[src/rtl/match_game_if.sv]
// Signal bundle between the memory-match controller, the cursor/button front end
// and the board RAM that feeds the renderer.
interface match_game_if #(
    parameter int LOC_W  = 4,
    parameter int DATA_W = 6,
    parameter int SEED_W = 8
);
    logic              Start;
    logic              Select;
    logic [LOC_W-1:0]  CardSelectLoc;
    logic [DATA_W-1:0] CardSelectData;
    logic              Ack;
    logic [SEED_W-1:0] seed;
    logic [9:0]        state;
    logic              WriteEnable;
    logic [DATA_W-1:0] dataOut;
    logic [LOC_W-1:0]  dataLoc;
    logic [LOC_W-1:0]  numMatches;
    logic [7:0]        numMisses;
    logic              Win;
    logic              GameOver;

    modport master (
        output Start, Select, CardSelectLoc, CardSelectData, Ack, seed,
        input  state, WriteEnable, dataOut, dataLoc, numMatches, numMisses, Win, GameOver
    );

    modport slave (
        input  Start, Select, CardSelectLoc, CardSelectData, Ack, seed,
        output state, WriteEnable, dataOut, dataLoc, numMatches, numMisses, Win, GameOver
    );
endinterface

[src/rtl/match_game_fsm.sv]
// Memory-match gameplay controller: deals a masked permutation of card pairs into
// the board RAM, then runs the two-card select/compare/flip loop with scoring.
module match_game_fsm #(
    parameter int NUM_PAIRS  = 8,
    parameter int LOC_W      = 4,
    parameter int DATA_W     = 6,
    parameter int SEED_W     = 8,
    parameter int MAX_MISSES = 0
) (
    input  logic        Clk,
    input  logic        Reset,
    match_game_if.slave bus
);
    localparam int               SYM_W    = DATA_W - 2;
    localparam logic [LOC_W-1:0] LAST_IDX = LOC_W'(2 * NUM_PAIRS - 1);
    localparam logic [LOC_W-1:0] PAIRS_L  = LOC_W'(NUM_PAIRS);
    localparam logic [LOC_W-1:0] ONE_LOC  = {{(LOC_W-1){1'b0}}, 1'b1};
    localparam logic [8:0]       MISS_LIM = 9'(MAX_MISSES);
    localparam bit               LIMIT_ON = (MAX_MISSES != 0);

    typedef enum logic [9:0] {
        S_INIT    = 10'b00_0000_0001,
        S_DEAL    = 10'b00_0000_0010,
        S_WAIT1   = 10'b00_0000_0100,
        S_WAIT2   = 10'b00_0000_1000,
        S_COMPARE = 10'b00_0001_0000,
        S_MARK2   = 10'b00_0010_0000,
        S_HOLD    = 10'b00_0100_0000,
        S_FLIP1   = 10'b00_1000_0000,
        S_FLIP2   = 10'b01_0000_0000,
        S_DONE    = 10'b10_0000_0000
    } state_t;

    state_t            state_q,   state_d;
    logic [LOC_W-1:0]  mask_q,    mask_d;
    logic [LOC_W-1:0]  idx_q,     idx_d;
    logic [LOC_W-1:0]  loc1_q,    loc1_d;
    logic [LOC_W-1:0]  loc2_q,    loc2_d;
    logic [SYM_W-1:0]  sym1_q,    sym1_d;
    logic [SYM_W-1:0]  sym2_q,    sym2_d;
    logic              we_q,      we_d;
    logic [DATA_W-1:0] dout_q,    dout_d;
    logic [LOC_W-1:0]  dloc_q,    dloc_d;
    logic [LOC_W-1:0]  matches_q, matches_d;
    logic [7:0]        misses_q,  misses_d;
    logic              win_q,     win_d;
    logic              over_q,    over_d;

    logic              sel_free_s;
    logic [SYM_W-1:0]  sel_sym_s;
    logic [7:0]        miss_inc_s;
    logic              seed_unused_s;

    // A card can be picked only while it is neither matched nor already face-up.
    assign sel_free_s    = ~bus.CardSelectData[DATA_W-1] & ~bus.CardSelectData[DATA_W-2];
    assign sel_sym_s     = bus.CardSelectData[SYM_W-1:0];
    assign miss_inc_s    = (misses_q == 8'hFF) ? 8'hFF : (misses_q + 8'h01);
    assign seed_unused_s = ^bus.seed;

    // State and datapath registers, cleared asynchronously by the active-low reset.
    always_ff @(posedge Clk or negedge Reset) begin
        if (!Reset) begin
            state_q   <= S_INIT;
            mask_q    <= {LOC_W{1'b0}};
            idx_q     <= {LOC_W{1'b0}};
            loc1_q    <= {LOC_W{1'b0}};
            loc2_q    <= {LOC_W{1'b0}};
            sym1_q    <= {SYM_W{1'b0}};
            sym2_q    <= {SYM_W{1'b0}};
            we_q      <= 1'b0;
            dout_q    <= {DATA_W{1'b0}};
            dloc_q    <= {LOC_W{1'b0}};
            matches_q <= {LOC_W{1'b0}};
            misses_q  <= 8'h00;
            win_q     <= 1'b0;
            over_q    <= 1'b0;
        end else begin
            state_q   <= state_d;
            mask_q    <= mask_d;
            idx_q     <= idx_d;
            loc1_q    <= loc1_d;
            loc2_q    <= loc2_d;
            sym1_q    <= sym1_d;
            sym2_q    <= sym2_d;
            we_q      <= we_d;
            dout_q    <= dout_d;
            dloc_q    <= dloc_d;
            matches_q <= matches_d;
            misses_q  <= misses_d;
            win_q     <= win_d;
            over_q    <= over_d;
        end
    end

    // Next-state, board-write and scoring decisions; writes land one cycle later.
    always_comb begin
        state_d   = state_q;
        mask_d    = mask_q;
        idx_d     = idx_q;
        loc1_d    = loc1_q;
        loc2_d    = loc2_q;
        sym1_d    = sym1_q;
        sym2_d    = sym2_q;
        we_d      = 1'b0;
        dout_d    = dout_q;
        dloc_d    = dloc_q;
        matches_d = matches_q;
        misses_d  = misses_q;
        win_d     = win_q;
        over_d    = over_q;

        case (state_q)
            S_INIT: begin
                if (bus.Start) begin
                    mask_d    = bus.seed[LOC_W-1:0] & LAST_IDX;
                    idx_d     = {LOC_W{1'b0}};
                    matches_d = {LOC_W{1'b0}};
                    misses_d  = 8'h00;
                    win_d     = 1'b0;
                    over_d    = 1'b0;
                    state_d   = S_DEAL;
                end else begin
                    state_d = S_INIT;
                end
            end
            S_DEAL: begin
                // Consecutive indices share a symbol; the mask scatters them.
                we_d   = 1'b1;
                dloc_d = idx_q ^ mask_q;
                dout_d = {2'b00, SYM_W'(idx_q >> 1'b1)};
                if (idx_q == LAST_IDX) begin
                    state_d = S_WAIT1;
                end else begin
                    idx_d   = idx_q + ONE_LOC;
                    state_d = S_DEAL;
                end
            end
            S_WAIT1: begin
                if (bus.Select && sel_free_s) begin
                    loc1_d  = bus.CardSelectLoc;
                    sym1_d  = sel_sym_s;
                    we_d    = 1'b1;
                    dloc_d  = bus.CardSelectLoc;
                    dout_d  = {2'b01, sel_sym_s};
                    state_d = S_WAIT2;
                end else begin
                    state_d = S_WAIT1;
                end
            end
            S_WAIT2: begin
                // loc1 is filtered explicitly: its face-up write may not have reached the RAM yet.
                if (bus.Select && sel_free_s && (bus.CardSelectLoc != loc1_q)) begin
                    loc2_d  = bus.CardSelectLoc;
                    sym2_d  = sel_sym_s;
                    we_d    = 1'b1;
                    dloc_d  = bus.CardSelectLoc;
                    dout_d  = {2'b01, sel_sym_s};
                    state_d = S_COMPARE;
                end else begin
                    state_d = S_WAIT2;
                end
            end
            S_COMPARE: begin
                if (sym1_q == sym2_q) begin
                    we_d      = 1'b1;
                    dloc_d    = loc1_q;
                    dout_d    = {2'b11, sym1_q};
                    matches_d = matches_q + ONE_LOC;
                    state_d   = S_MARK2;
                end else begin
                    state_d = S_HOLD;
                end
            end
            S_MARK2: begin
                we_d   = 1'b1;
                dloc_d = loc2_q;
                dout_d = {2'b11, sym2_q};
                if (matches_q == PAIRS_L) begin
                    win_d   = 1'b1;
                    state_d = S_DONE;
                end else begin
                    state_d = S_WAIT1;
                end
            end
            S_HOLD: begin
                if (bus.Ack) begin
                    state_d = S_FLIP1;
                end else begin
                    state_d = S_HOLD;
                end
            end
            S_FLIP1: begin
                we_d    = 1'b1;
                dloc_d  = loc1_q;
                dout_d  = {2'b00, sym1_q};
                state_d = S_FLIP2;
            end
            S_FLIP2: begin
                we_d     = 1'b1;
                dloc_d   = loc2_q;
                dout_d   = {2'b00, sym2_q};
                misses_d = miss_inc_s;
                if (LIMIT_ON && ({1'b0, miss_inc_s} >= MISS_LIM)) begin
                    over_d  = 1'b1;
                    state_d = S_DONE;
                end else begin
                    state_d = S_WAIT1;
                end
            end
            S_DONE: begin
                if (bus.Ack) begin
                    state_d = S_INIT;
                end else begin
                    state_d = S_DONE;
                end
            end
            default: begin
                state_d = S_INIT;
            end
        endcase
    end

    assign bus.state       = state_q;
    assign bus.WriteEnable = we_q;
    assign bus.dataOut     = dout_q;
    assign bus.dataLoc     = dloc_q;
    assign bus.numMatches  = matches_q;
    assign bus.numMisses   = misses_q;
    assign bus.Win         = win_q;
    assign bus.GameOver    = over_q;
endmodule

[src/flat_wrapper.sv]
// flat-port wrapper written by rule: the top's interface ports become plain ports
module match_game_fsm_flat 
#(
    parameter int NUM_PAIRS  = 8,
    parameter int LOC_W      = 4,
    parameter int DATA_W     = 6,
    parameter int SEED_W     = 8,
    parameter int MAX_MISSES = 0
)
  (Clk, Reset, bus_Start, bus_Select, bus_CardSelectLoc, bus_CardSelectData, bus_Ack, bus_seed, bus_state, bus_WriteEnable, bus_dataOut, bus_dataLoc, bus_numMatches, bus_numMisses, bus_Win, bus_GameOver);
  match_game_if #(.LOC_W(LOC_W), .DATA_W(DATA_W), .SEED_W(SEED_W)) bus_i ();
  input  logic Clk;
  input  logic Reset;
  input wire logic [$bits(bus_i.Start)-1:0] bus_Start;
  input wire logic [$bits(bus_i.Select)-1:0] bus_Select;
  input wire logic [$bits(bus_i.CardSelectLoc)-1:0] bus_CardSelectLoc;
  input wire logic [$bits(bus_i.CardSelectData)-1:0] bus_CardSelectData;
  input wire logic [$bits(bus_i.Ack)-1:0] bus_Ack;
  input wire logic [$bits(bus_i.seed)-1:0] bus_seed;
  output wire logic [$bits(bus_i.state)-1:0] bus_state;
  output wire logic [$bits(bus_i.WriteEnable)-1:0] bus_WriteEnable;
  output wire logic [$bits(bus_i.dataOut)-1:0] bus_dataOut;
  output wire logic [$bits(bus_i.dataLoc)-1:0] bus_dataLoc;
  output wire logic [$bits(bus_i.numMatches)-1:0] bus_numMatches;
  output wire logic [$bits(bus_i.numMisses)-1:0] bus_numMisses;
  output wire logic [$bits(bus_i.Win)-1:0] bus_Win;
  output wire logic [$bits(bus_i.GameOver)-1:0] bus_GameOver;
  assign bus_i.Start = bus_Start;
  assign bus_i.Select = bus_Select;
  assign bus_i.CardSelectLoc = bus_CardSelectLoc;
  assign bus_i.CardSelectData = bus_CardSelectData;
  assign bus_i.Ack = bus_Ack;
  assign bus_i.seed = bus_seed;
  assign bus_state = bus_i.state;
  assign bus_WriteEnable = bus_i.WriteEnable;
  assign bus_dataOut = bus_i.dataOut;
  assign bus_dataLoc = bus_i.dataLoc;
  assign bus_numMatches = bus_i.numMatches;
  assign bus_numMisses = bus_i.numMisses;
  assign bus_Win = bus_i.Win;
  assign bus_GameOver = bus_i.GameOver;
  match_game_fsm #(.NUM_PAIRS(NUM_PAIRS), .LOC_W(LOC_W), .DATA_W(DATA_W), .SEED_W(SEED_W), .MAX_MISSES(MAX_MISSES)) u_core (.Clk(Clk), .Reset(Reset), .bus(bus_i));
endmodule
[config.mk]
export PLATFORM = sky130hd
export DESIGN_NAME = match_game_fsm_flat
export DESIGN_NICKNAME = d
export VERILOG_FILES = /design/src/rtl/match_game_if.sv /design/src/rtl/match_game_fsm.sv /design/src/flat_wrapper.sv
export SDC_FILE = /design/constraint.sdc
export NUM_CORES = 1
export LEC_CHECK = 0
export ABC_AREA = 1
export BUFFER_PORTS_ARGS = -buffer_cell sky130_fd_sc_hd__buf_2
export CAP_MARGIN = 30
export CORE_UTILIZATION = 36
export DETAILED_ROUTE_END_ITERATION = 16
export GPL_TIMING_DRIVEN = 0
export PLACE_DENSITY = 0.56
export SYNTH_ARGS = -nofsm -noshare
export SYNTH_HDL_FRONTEND = slang
export SYNTH_SLANG_ARGS = --single-unit
[constraint.sdc]
create_clock -name Clk -period 1.81 [get_ports Clk]
set_input_delay 0.362 -clock Clk [delete_from_list [all_inputs] [get_ports Clk]]
set_output_delay 0.362 -clock Clk [all_outputs]
set_load 0.02 [all_outputs]
==> impl_metrics.ini <==
[global_route]
grt_max_degree = 37
grt_usage_pct = 18.7
grt_pass1_wl_um = 14400
grt_pass1_vias = 3034
antenna_found_initial = 0
grt_overflow = 0

[timing]
max_clock_freq_mhz = 576
clock_skew_ns = 0.0138
setup_ws_ns = 0.0752
rsz0062_at_grt = true
fin_crit_sh_pct = 95.8
setup_viol = 0
min_period_ns = 1.73
worstMarginPinSlew_ns = 0.543
setup_tns_ns = 0
final-hold-violation-count = 0
maxSlewHeadroom_pct = 63.8
slew_viol_final = 0

[power]
power_density_nw_per_um2 = 968
p_leak_nw = 2.35
power_w = 0.00419
vdd_drop_max_mv = 0.577

[finish]
multi_input_area_um2 = 1840
n_fill_cell = 946
finalNonFillerCells = 667
areaGrowthSynthToFinish_pct = 26.6
n_antenna_cell = 0
final_cell_mix = 137 x nand2_1, 53 x buf_2, 52 x dfrtp_1
final_net_count = 560
final_common_cell = nand2_1
utilization_pct = 46.9
register_area_um2 = 1460
drive_gt1_share_pct = 29.0
largest_register_ffs = 10

[worst_setup_path]
critical_path_buf_inv_count = 1
crit_type = reg2reg
crit_family = simple AND/OR/NAND/NOR gates
critical_path_arrival_ns = 2.03
path_cells = nor2_4 > nand2_4 > nor2_4 > nand2_4 > nand4_1 > nor2_4 > buf_6 > nand3_1 > nand2_1
critPathMaxFanout = 10
max_stage_delay_ns = 0.59
worst_ep_required_time_ns = 2.10
worstSetupEndpointType = flop
critPathMostFrequentCell = nor2_4
cp_slowest_cell = dfstp_2
cp-start-kind = flop

[clock_network]
clk_path_buf_depth = 2
cts-root-buf = clkbuf_8
cts_sinks = 58
cts_made_buffers = 9
htreeDepth = 3
cts_tree = done
worstSkewPairLatency_ns = 0.35
cts.clk_slew.worst_paths_ns = 0.07

[placed_design]
routabilityCongestion = 0.865
post-place-cells = 636
hpwl_um = 6360
place_ws_ns = -0.0825
portBuffers = 52

[drt]
firstDrtPassIters = 4
drtIter0Drc = 177
vias = 3100
totalWireLength_um = 8640
wl_per_cell_um = 13.0
routed_via_density = 4.65
ant_nets = 0
drc_errors = 0

[die]
io_pins = 58
fp.dieArea_um2 = 9900
start_util_pct = 37.0
die_y_um = 99.5
die_x_um = 99.5
fp.coreArea_um2 = 9240
rows = 35

[yosys]
syn-num-nets = 481
ys_seq_elements = 58
yosys_warnings = 0
ys_types = 41
synth_area_um2 = 3420
syn_area_per_cell_um2 = 7.53
seq_area_frac_synth_pct = 42.5
synthCells = 454

[worst_hold_path]
hold_path.class = in2reg

[run]
maxCapViolCount = 0

[outcome]
status = finished, final reports clean
## cells in the mapped netlist
| cell | n | area [um^2] |
|---|---|---|
| nand2_1 | 143 | 537 |
| dfrtp_1 | 57 | 1430 |
| nand3_1 | 48 | 240 |
| inv_1 | 47 | 176 |
| nor2_1 | 39 | 146 |
| o21ai_0 | 24 | 120 |
| xor2_1 | 10 | 87.6 |
| a21oi_1 | 7 | 35.0 |
| nand4_1 | 6 | 37.5 |
| nor2_2 | 6 | 37.5 |
| nor2_4 | 6 | 67.6 |
| nor3_1 | 5 | 25.0 |
| o21ai_2 | 5 | 43.8 |
| ha_1 | 4 | 50.1 |
| inv_2 | 4 | 15.0 |
| mux2_2 | 4 | 45.0 |
| nand2_2 | 4 | 25.0 |
| xnor2_1 | 4 | 35.0 |
| buf_6 | 3 | 33.8 |
| nand2_4 | 3 | 33.8 |
| or2_2 | 3 | 18.8 |
| buf_2 | 2 | 10.0 |
| buf_4 | 2 | 15.0 |
| a21boi_0 | 1 | 7.51 |
| a21oi_2 | 1 | 8.76 |
| and2_1 | 1 | 6.26 |
| clkbuf_1 | 1 | 3.75 |
| clkinv_2 | 1 | 5.00 |
| conb_1 | 1 | 3.75 |
| dfstp_2 | 1 | 26.3 |
| nand3b_1 | 1 | 7.51 |
| nand4_2 | 1 | 12.5 |
| nor3_4 | 1 | 16.3 |
| o2111ai_1 | 1 | 8.76 |
| o211ai_1 | 1 | 7.51 |
| o211ai_2 | 1 | 12.5 |
| o21ai_1 | 1 | 5.00 |
| o21bai_1 | 1 | 7.51 |
| o22ai_1 | 1 | 6.26 |
| o31ai_1 | 1 | 7.51 |
| or2_1 | 1 | 6.26 |
## logic make-up after synthesis
family	share of synthesized area [%]
adders and majority gates	1.46
other	0.110
AOI/OAI and AO/OA	7.90
buffers and inverters	7.57
and+or+nand+nor	35.6
DFF	42.5
muxes	1.32
xor gates and xnor gates	3.58
## per-stage QoR
step | cell area [um^2] | hold WS (ns)
floorplan | 3420 | 0.0664
global placement | 3840 | 0.458
detailed placement | 3860 | 0.379
CTS | 4090 | 0.217
global route | 4330 | 0.231
finish | 4330 | 0.238
## path summary, 6_finish.rpt
check / startpoint / end / slack (ns) / depth (start not counted)
hold reg to reg: u_core.bus.Win / u_core.bus.Win / 0.48 / 2
max in group asynchronous: Reset / u_core.bus.state[1] / 0.69 / 3
hold / removal: bus_seed[3] / u_core.mask_q[3] / 0.24 / 2
setup reg to reg: u_core.bus.state[0] / u_core.bus.dataLoc[0] / 0.08 / 9
min in group asynchronous: Reset / u_core.bus.state[9] / 0.53 / 2
setup / recovery: u_core.bus.state[0] / u_core.bus.dataLoc[0] / 0.08 / 9
## per-layer routing
| layer | global-route usage (%) | share of wire (%) |
|---|---|---|
| met4 | 6.11 | 1.5 |
| met5 | 0 | 0 |
| met2 | 29.2 | 46 |
| met1 | 25.0 | 47 |
| met3 | 5.20 | 4.7 |
## power breakdown
part	internal, W	switching (W)	total (W)
clock	0.000709	0.000555	0.00126
sequential	0.00147	0.000145	0.00162
combinational	0.000521	0.000789	0.00131
total	0.00270	0.00149	0.00419
## final cells by class
cell class,instances,area share (%)
multi-input combinational,336,42.4
sequential,58,33.7
timing repair buffer,68,9.08
inverter,52,4.57
tap,129,3.73
clock buffer,12,3.58
buffer,8,1.76
clock inverter,4,1.16
## what timing repair did
item | in CTS | in global routing
pin swaps | 1 | 13
gates resized for setup | 2 | 45
cloned | 0 | 1
buffers inserted | 0 | 13
hold buffers | 1 | 0
setup endpoints to repair | 9 | 39
hold endpoints to repair | 15 | 0
(Power assumes the default switching activity.)
